--- src/rtl/imem_loader.sv ---
`default_nettype none
// ============================================================================
//  Module      : imem_loader
//  Description : Loads a program image from a byte stream into instruction
//                memory and holds the processor in reset until the image is
//                complete and its XOR checksum matches.
//                Stream: header L, then 4*(L+1) big-endian data bytes, then
//                one checksum byte (XOR of L and every data byte).
//  Revision    : 1.0 - initial release
// ============================================================================
module imem_loader #(
   parameter int ADDR_WIDTH = 6
) (
   input  logic                  clk,
   input  logic                  rst,
   input  logic                  start_i,
   input  logic [7:0]            byteIn_i,
   input  logic                  byteValid_i,
   output logic                  byteReady_o,
   output logic [ADDR_WIDTH-1:0] imemAddress_o,
   output logic [31:0]           imemData_o,
   output logic                  imemWren_o,
   output logic                  cpuRst_o,
   output logic                  busy_o,
   output logic                  done_o,
   output logic                  error_o
);

   typedef enum logic [2:0] {
      S_IDLE   = 3'd0,
      S_HEADER = 3'd1,
      S_DATA   = 3'd2,
      S_WRITE  = 3'd3,
      S_CHECK  = 3'd4,
      S_DONE   = 3'd5,
      S_ERROR  = 3'd6
   } state_t;

   state_t                state_q, state_d;
   logic [ADDR_WIDTH-1:0] len_q, len_d;     // last word index of the image
   logic [ADDR_WIDTH-1:0] idx_q, idx_d;     // word currently being assembled
   logic [1:0]            cnt_q, cnt_d;     // bytes already in the current word
   logic [31:0]           word_q, word_d;   // assembly shift register
   logic [7:0]            xor_q, xor_d;     // running checksum

   logic w_ready;
   logic w_xfer;
   logic w_hdr_bad;

   // Ready is a pure state decode so no input reaches an output combinationally.
   assign w_ready   = (state_q == S_HEADER) || (state_q == S_DATA) || (state_q == S_CHECK);
   assign w_xfer    = w_ready && byteValid_i;
   // A header is out of range when it has any bit at or above ADDR_WIDTH.
   assign w_hdr_bad = ((byteIn_i >> ADDR_WIDTH) != 8'd0);

   // State and datapath registers.
   always_ff @(posedge clk) begin
      if (rst) begin
         state_q <= S_IDLE;
         len_q   <= '0;
         idx_q   <= '0;
         cnt_q   <= 2'd0;
         word_q  <= 32'd0;
         xor_q   <= 8'd0;
      end else begin
         state_q <= state_d;
         len_q   <= len_d;
         idx_q   <= idx_d;
         cnt_q   <= cnt_d;
         word_q  <= word_d;
         xor_q   <= xor_d;
      end
   end

   // Next-state and datapath update for the load sequence.
   always_comb begin
      state_d = state_q;
      len_d   = len_q;
      idx_d   = idx_q;
      cnt_d   = cnt_q;
      word_d  = word_q;
      xor_d   = xor_q;

      case (state_q)
         S_IDLE, S_DONE, S_ERROR: begin
            if (start_i) begin
               state_d = S_HEADER;
               idx_d   = '0;
               cnt_d   = 2'd0;
               xor_d   = 8'd0;
            end
         end

         S_HEADER: begin
            if (w_xfer) begin
               if (w_hdr_bad) begin
                  state_d = S_ERROR;
               end else begin
                  len_d   = ADDR_WIDTH'(byteIn_i);
                  xor_d   = xor_q ^ byteIn_i;
                  state_d = S_DATA;
               end
            end
         end

         S_DATA: begin
            if (w_xfer) begin
               word_d = {word_q[23:0], byteIn_i};
               xor_d  = xor_q ^ byteIn_i;
               cnt_d  = cnt_q + 2'd1;
               if (cnt_q == 2'd3) begin
                  state_d = S_WRITE;
               end
            end
         end

         S_WRITE: begin
            // The write itself is a decode of this state; here we only advance.
            if (idx_q == len_q) begin
               state_d = S_CHECK;
            end else begin
               idx_d   = idx_q + ADDR_WIDTH'(1);
               cnt_d   = 2'd0;
               state_d = S_DATA;
            end
         end

         S_CHECK: begin
            if (w_xfer) begin
               state_d = (byteIn_i == xor_q) ? S_DONE : S_ERROR;
            end
         end

         default: begin
            state_d = S_IDLE;
         end
      endcase
   end

   // Outputs decoded from state and registers only.
   always_comb begin
      byteReady_o   = w_ready;
      imemAddress_o = idx_q;
      imemData_o    = word_q;
      imemWren_o    = (state_q == S_WRITE);
      cpuRst_o      = (state_q != S_DONE);
      busy_o        = (state_q == S_HEADER) || (state_q == S_DATA) ||
                      (state_q == S_WRITE)  || (state_q == S_CHECK);
      done_o        = (state_q == S_DONE);
      error_o       = (state_q == S_ERROR);
   end

endmodule
`default_nettype wire

--- config.mk ---
export PLATFORM = sky130hd
export DESIGN_NAME = imem_loader
export DESIGN_NICKNAME = d
export VERILOG_FILES = /design/src/rtl/imem_loader.sv
export SDC_FILE = /design/constraint.sdc
export NUM_CORES = 1
export LEC_CHECK = 0
export ABC_AREA = 1
export CAP_MARGIN = 15
export CORE_AREA = 2 2 79 81
export DETAILED_ROUTE_END_ITERATION = 10
export DIE_AREA = 0 0 81 83
export GPL_TIMING_DRIVEN = 1
export PLACE_DENSITY = 0.74
export SYNTH_ARGS = -nofsm -noshare
export SYNTH_HDL_FRONTEND = slang
export SYNTH_SLANG_ARGS = --single-unit
--- constraint.sdc ---
create_clock -name clk -period 1.5 [get_ports clk]
set_input_delay 0.225 -clock clk [delete_from_list [all_inputs] [get_ports clk]]
set_output_delay 0.225 -clock clk [all_outputs]
set_load 0.05 [all_outputs]
# Word level (Yosys, flattened, before mapping)
# Cells that the tools add are included.
[op_classes] muxes=21 addsub=2 bitwise=2 eq_ne=17 magnitude_cmp=0 shifts=0 reduce_logical=17 n_mul=0 div=0
[ops] operator="$mux W8" count=4
[ops] operator="$pmux W8 S3" count=1
[ops] operator="$mux W3" count=7
[ops] operator="$pmux W3 S5" count=1
[ops] operator="$mux W6" count=2
[ops] operator="$ne A2 B2 Y1 const B" count=6
[ops] operator="$pmux W6 S2" count=1
[ops] operator="$reduce_and A5 Y1" count=2
[ops] operator="$eq A3 B3 Y1 const B" count=3
[ops] operator="$eq A8 B8 Y1" count=1
[ops] operator="$mux W2" count=4
[ops] operator="$reduce_bool A8 Y1" count=1
[ops] operator="$xor A8 B8 Y8" count=1
[ops] operator="$add A6 B1 Y6 const B" count=1
[ops] operator="$eq A3 B2 Y1 const B" count=2
[ops] operator="$eq A6 B6 Y1" count=1
[ops] operator="$pmux W2 S3" count=1
[ops] operator="$reduce_and A3 Y1" count=2
[ops] operator="$reduce_bool A3 Y1" count=2
[ops] operator="$logic_or A1 B1 Y1" count=4
[ops] operator="$reduce_and A4 Y1" count=1
[ops] operator="$eq A3 B1 Y1 const B" count=1
[ops] operator="$logic_not A3 Y1" count=1
[ops] operator="$ne A3 B3 Y1 const B" count=1
[ops] operator="8 further kinds" count=8
[word_totals] latch_bits=0 mem_bits_ro=0 word_cells=65 out_inout_bits=44 mem_count=0 ram_bits=0 register_bits=57

# Depth between registers and ports, before layout
[depth] depth_word=6 mapped_depth=11

# Worst setup path after synthesis
# Ideal clock, no wire load.
[synth_path] path_kind="reg-to-reg" from="register state_q[0]" to="register xor_q[6]" required_time_ns=1.387 path_stages_with_launch=9 period_less_slack_ns=1.886 t_arrival_ns=1.773 setup_slack_ns=-0.386 path_cell_list="dfxtp_1 -> nand3_1 -> nand3_2 -> inv_1 -> a21boi_4 -> buf_6 -> o21ai_0 -> nand2_1 -> nor2_1"
[synth_via] elab_chain_len=6 elab_cells_between_ends=17 classes_between="eq/ne (9); mux (1); reduce/logical (7)"
[synth_lines] element="from (decl)" line="39" text="state_t state_q, state_d;"
[synth_lines] element="from (signal assigned)" line="66" text="state_q <= state_d;"
[synth_lines] element="$eq A3 B1 Y1 or $eq A3 B2 Y1 (tied branches)" line="51, 84"
[synth_lines] element="$logic_or A1 B1 Y1 (2 in series)" line="51" text="assign w_ready = (state_q == S_HEADER) || (state_q == S_DATA) || (state_q == S_CHECK);"
[synth_lines] element="$logic_and A1 B1 Y1" line="52" text="assign w_xfer = w_ready && byteValid_i;"
[synth_lines] element="$ne A2 B2 Y1 (no source line)"
[synth_lines] element="$reduce_and A5 Y1 (no source line)"
[synth_lines] element="to (signal assigned)" line="71" text="xor_q <= xor_d;"
[synth_lines] element="to (decl)" line="44" text="logic [7:0] xor_q, xor_d;"
# Several ways; a longest one is shown, not always the timed one.
# A chain may end at the register's enable or synchronous reset.

# Worst setup path in the final report
[layout_path] from="register state_q[2]" to="output byteReady_o"
[layout_via] elab_chain_len=3 elab_cells_between_ends=5 classes_between="eq/ne (3); reduce/logical (2)"
[layout_lines] element="$eq A3 B1 Y1 or $eq A3 B2 Y1 (tied branches)" line="51"
[layout_lines] element="$logic_or A1 B1 Y1" line="51"
[layout_lines] element="$logic_or A1 B1 Y1 *" line="51"
[layout_lines] element="to (decl)" line="19" text="output logic byteReady_o,"
# Every way passes the cells marked *; elsewhere a longest branch is shown, timed or not.

==> out/results.tsv <==
metric	value	unit
status	finished, violations left	
failing checks	setup timing	
pin count of the biggest net entering global routing	53	
slowest stage cell, crit path	dfxtp_4	
crit share post-route	109	%
initial antenna violation count	0	
die area	6720	sq um
worst min path class	flip-flop to flip-flop	
Syn Inst Count	398	
share of async-settable or async-resettable flops after synthesis	0	%
Starting Density	45.3	%
Max Clock Skew	7.73	ps
ANT cells	0	
largest cells by area after synthesis	dfxtp_1, nor2_1, nand2_1	
Max-slew headroom	80.8	%
Synth Net Count	412	
CTS tree	yes	
# setup viols final	15	
fin crit period	1630	ps
Tot Pwr	7.71	mW
Final Max Slew Viols	0	
kind of critical path	flip-flop to output pin	
cell area after placement	3630	sq um
HPWL after DPL	4910	um
top-count cell post-synth	nor2_1	
critical path cell sequence	inv_2, nand3_2, nand2_4, nor2_4, inv_1, buf_12	
Final Hold Vio Count	0	
clk root buf	clkbuf_8	
Total Routed Length	7620	um
chip height	83	um
Num CTS Buffers	9	
CP endpoint kind	output pin	
num rows	28	
Peak VDD IR	1120	uV
P per Cell Area	1940	nW/um^2
Net Sw Frac	45.2	%
fin area	3970	sq um
worst-path fanout max	6	
Port Buf Inserts	55	
vias post-DR	2890	
Clock power frac	17.8	%
Final WS setup	-131	ps
TritonCTS Sinks	57	
1st-iter DRT viols	312	
most instantiated cells after synthesis	nor2_1, nand2_1, dfxtp_1	
die extent in x	81	um
Buffers & Inverters on Critical Path	3	
post-synth top area share	43.3	%
Slew @ Worst Pin	287	ps
Max Freq	613	MHz
total congestion overflow	0	
clock slew at reported path FFs	60	ps
cell family with most CP delay	flip-flops	
Net Sw Power	3.49	mW
unrepaired setup endpoints after global routing	true	
unique cell type count in the Yosys netlist	22	
WL per Instance	13.5	um
flops & latches, synth	57	
clock buffer depth	2	
Residual DRC	0	
Core ar.	5820	sq um
DR vias/cell	5.12	
vias in the first global route	2596	
register area share after synthesis	43.3	%
CP max stage delay	400	ps
GPL Wtd Cong	0.887	
Ys Warns	0	
area delta synth->final	50.9	%
Synth area leader	dfxtp_1	
Critical Path RT	1270	ps
Reg power frac	27.8	%
Worst setup SP type	flip-flop	
boundary pin count	56	
Final #Nets	500	
# hold bufs at CTS	0	
first-pass GRT wire length	12200	um
Max-Cap Viols	0	
Primary FF master, synth	dfxtp_1	
Worst-Skew Late Latency	340	ps
crit path DAT	1410	ps
Leakage	1.94	nW
P_int	4.22	mW
Mean Syn Cell Area	6.61	sq um
share of layout cells above drive strength 1	28.8	%
Total Routing Usage GR	23.1	%
mapped cell area	2630	sq um
Comb power frac	54.4	%
router iterations before antenna repair	5	
number of enable flip-flop cells after synthesis	0	
ANT nets after route	0	
reg-to-reg slack, setup	-100	ps
CTS HTree Levels	3	
## per-layer routing
| layer | vias to the layer above | share of wire, % | global-route usage, % |
|---|---|---|---|
| met3 | 16 | 5.5 | 4.67 |
| met4 | 0 | 2.5 | 10.9 |
| met2 | 99 | 50 | 35.8 |
| li1 | 1435 | - | - |
| met1 | 1340 | 42 | 30.5 |
| met5 | - | 0 | 0 |
## placed cells by master (no fill, tap or decap), drive strengths merged
master / Yosys / final
nor2: 91 / 91
nor3: 2 / 2
nand2: 87 / 87
a21boi: 1 / 2
nor3b: 1 / 1
clkinvlp: 0 / 2
nand3: 17 / 17
dfxtp: 57 / 57
ha: 2 / 2
clkbuf: 9 / 9
clkdlybuf4s50: 0 / 11
bufinv: 0 / 1
nand4: 8 / 8
inv: 48 / 48
buf: 4 / 78
o21ai: 49 / 49
clkinv: 1 / 4
a21oi: 21 / 21
## metrics by stage
stage | worst slack (ps) | std cells | hold slack, ps | utilization [%] | setup TNS, ps
after floorplan | 29.8 | 398 | 287 | - | 0
after global placement | -148 | 544 | 486 | 62.4 | -3490
after detailed placement | -253 | 544 | 495 | 62.4 | -4340
after CTS | -80.0 | 561 | 504 | 66.8 | -617
after global routing | -185 | 565 | 532 | 68.3 | -4340
final | -131 | 565 | 502 | 68.3 | -1060
## cells by family after synthesis
group | synth area share, %
AO/OA/AOI/OAI | 14.0
adder cells (fa/ha/maj) | 0.950
buffers and inverters | 9.32
flip-flops | 43.3
AND/OR/NAND/NOR | 32.4
## worst register-to-register path: stages, from the launching register on
cell and delay [ps]:
dfxtp_4 380, inv_2 120, nand3_2 140, nand2_4 130, nand3_1 190, a21boi_2 310
o21ai_0 130, nand2_1 70, nor2_1 40
## cell type report
class                   count  area, sq um
fillers                   465         1840
repair buffers             89          971
well taps                  75         93.8
multi-input cells         280         1370
inverters                  49          196
clock inverters             6         60.1
flip-flops and latches     57         1160
clock buffers               9          124
## power by group through the flow
stage	sequential (mW)	combinational [mW]	clock (mW)
2_1_floorplan	2.55	1.98	0
3_3_place_gp	2.12	3.67	0
3_5_place_dp	2.12	3.77	0
4_1_cts	2.12	3.96	1.39
5_1_grt	2.18	4.55	1.47
6_report	2.14	4.20	1.37
## path summary, 6_finish.rpt
path,cells past startpoint,endpoint,start
setup / recovery,6,byteReady_o,state_q[2]$_SDFFE_PP0P_
hold / removal,2,xor_q[5]$_SDFFE_PP0P_,xor_q[5]$_SDFFE_PP0P_
setup reg to reg,8,xor_q[1]$_SDFFE_PP0P_,state_q[2]$_SDFFE_PP0P_
hold reg to reg,2,xor_q[5]$_SDFFE_PP0P_,xor_q[5]$_SDFFE_PP0P_
## registers in the layout (all words and copies together) (netlist names)
signal / cells
cnt_q: 2
imemAddress_o: 6
imemData_o: 32
len_q: 6
state_q: 3
xor_q: 8
## timing repair
action	in CTS	in global routing
pin swaps	3	5
gates cloned	1	2
setup endpoints to repair	18	56
gates resized for setup	18	25
setup buffers	1	2
No activity file was read; power rests on OpenSTA's default activity.
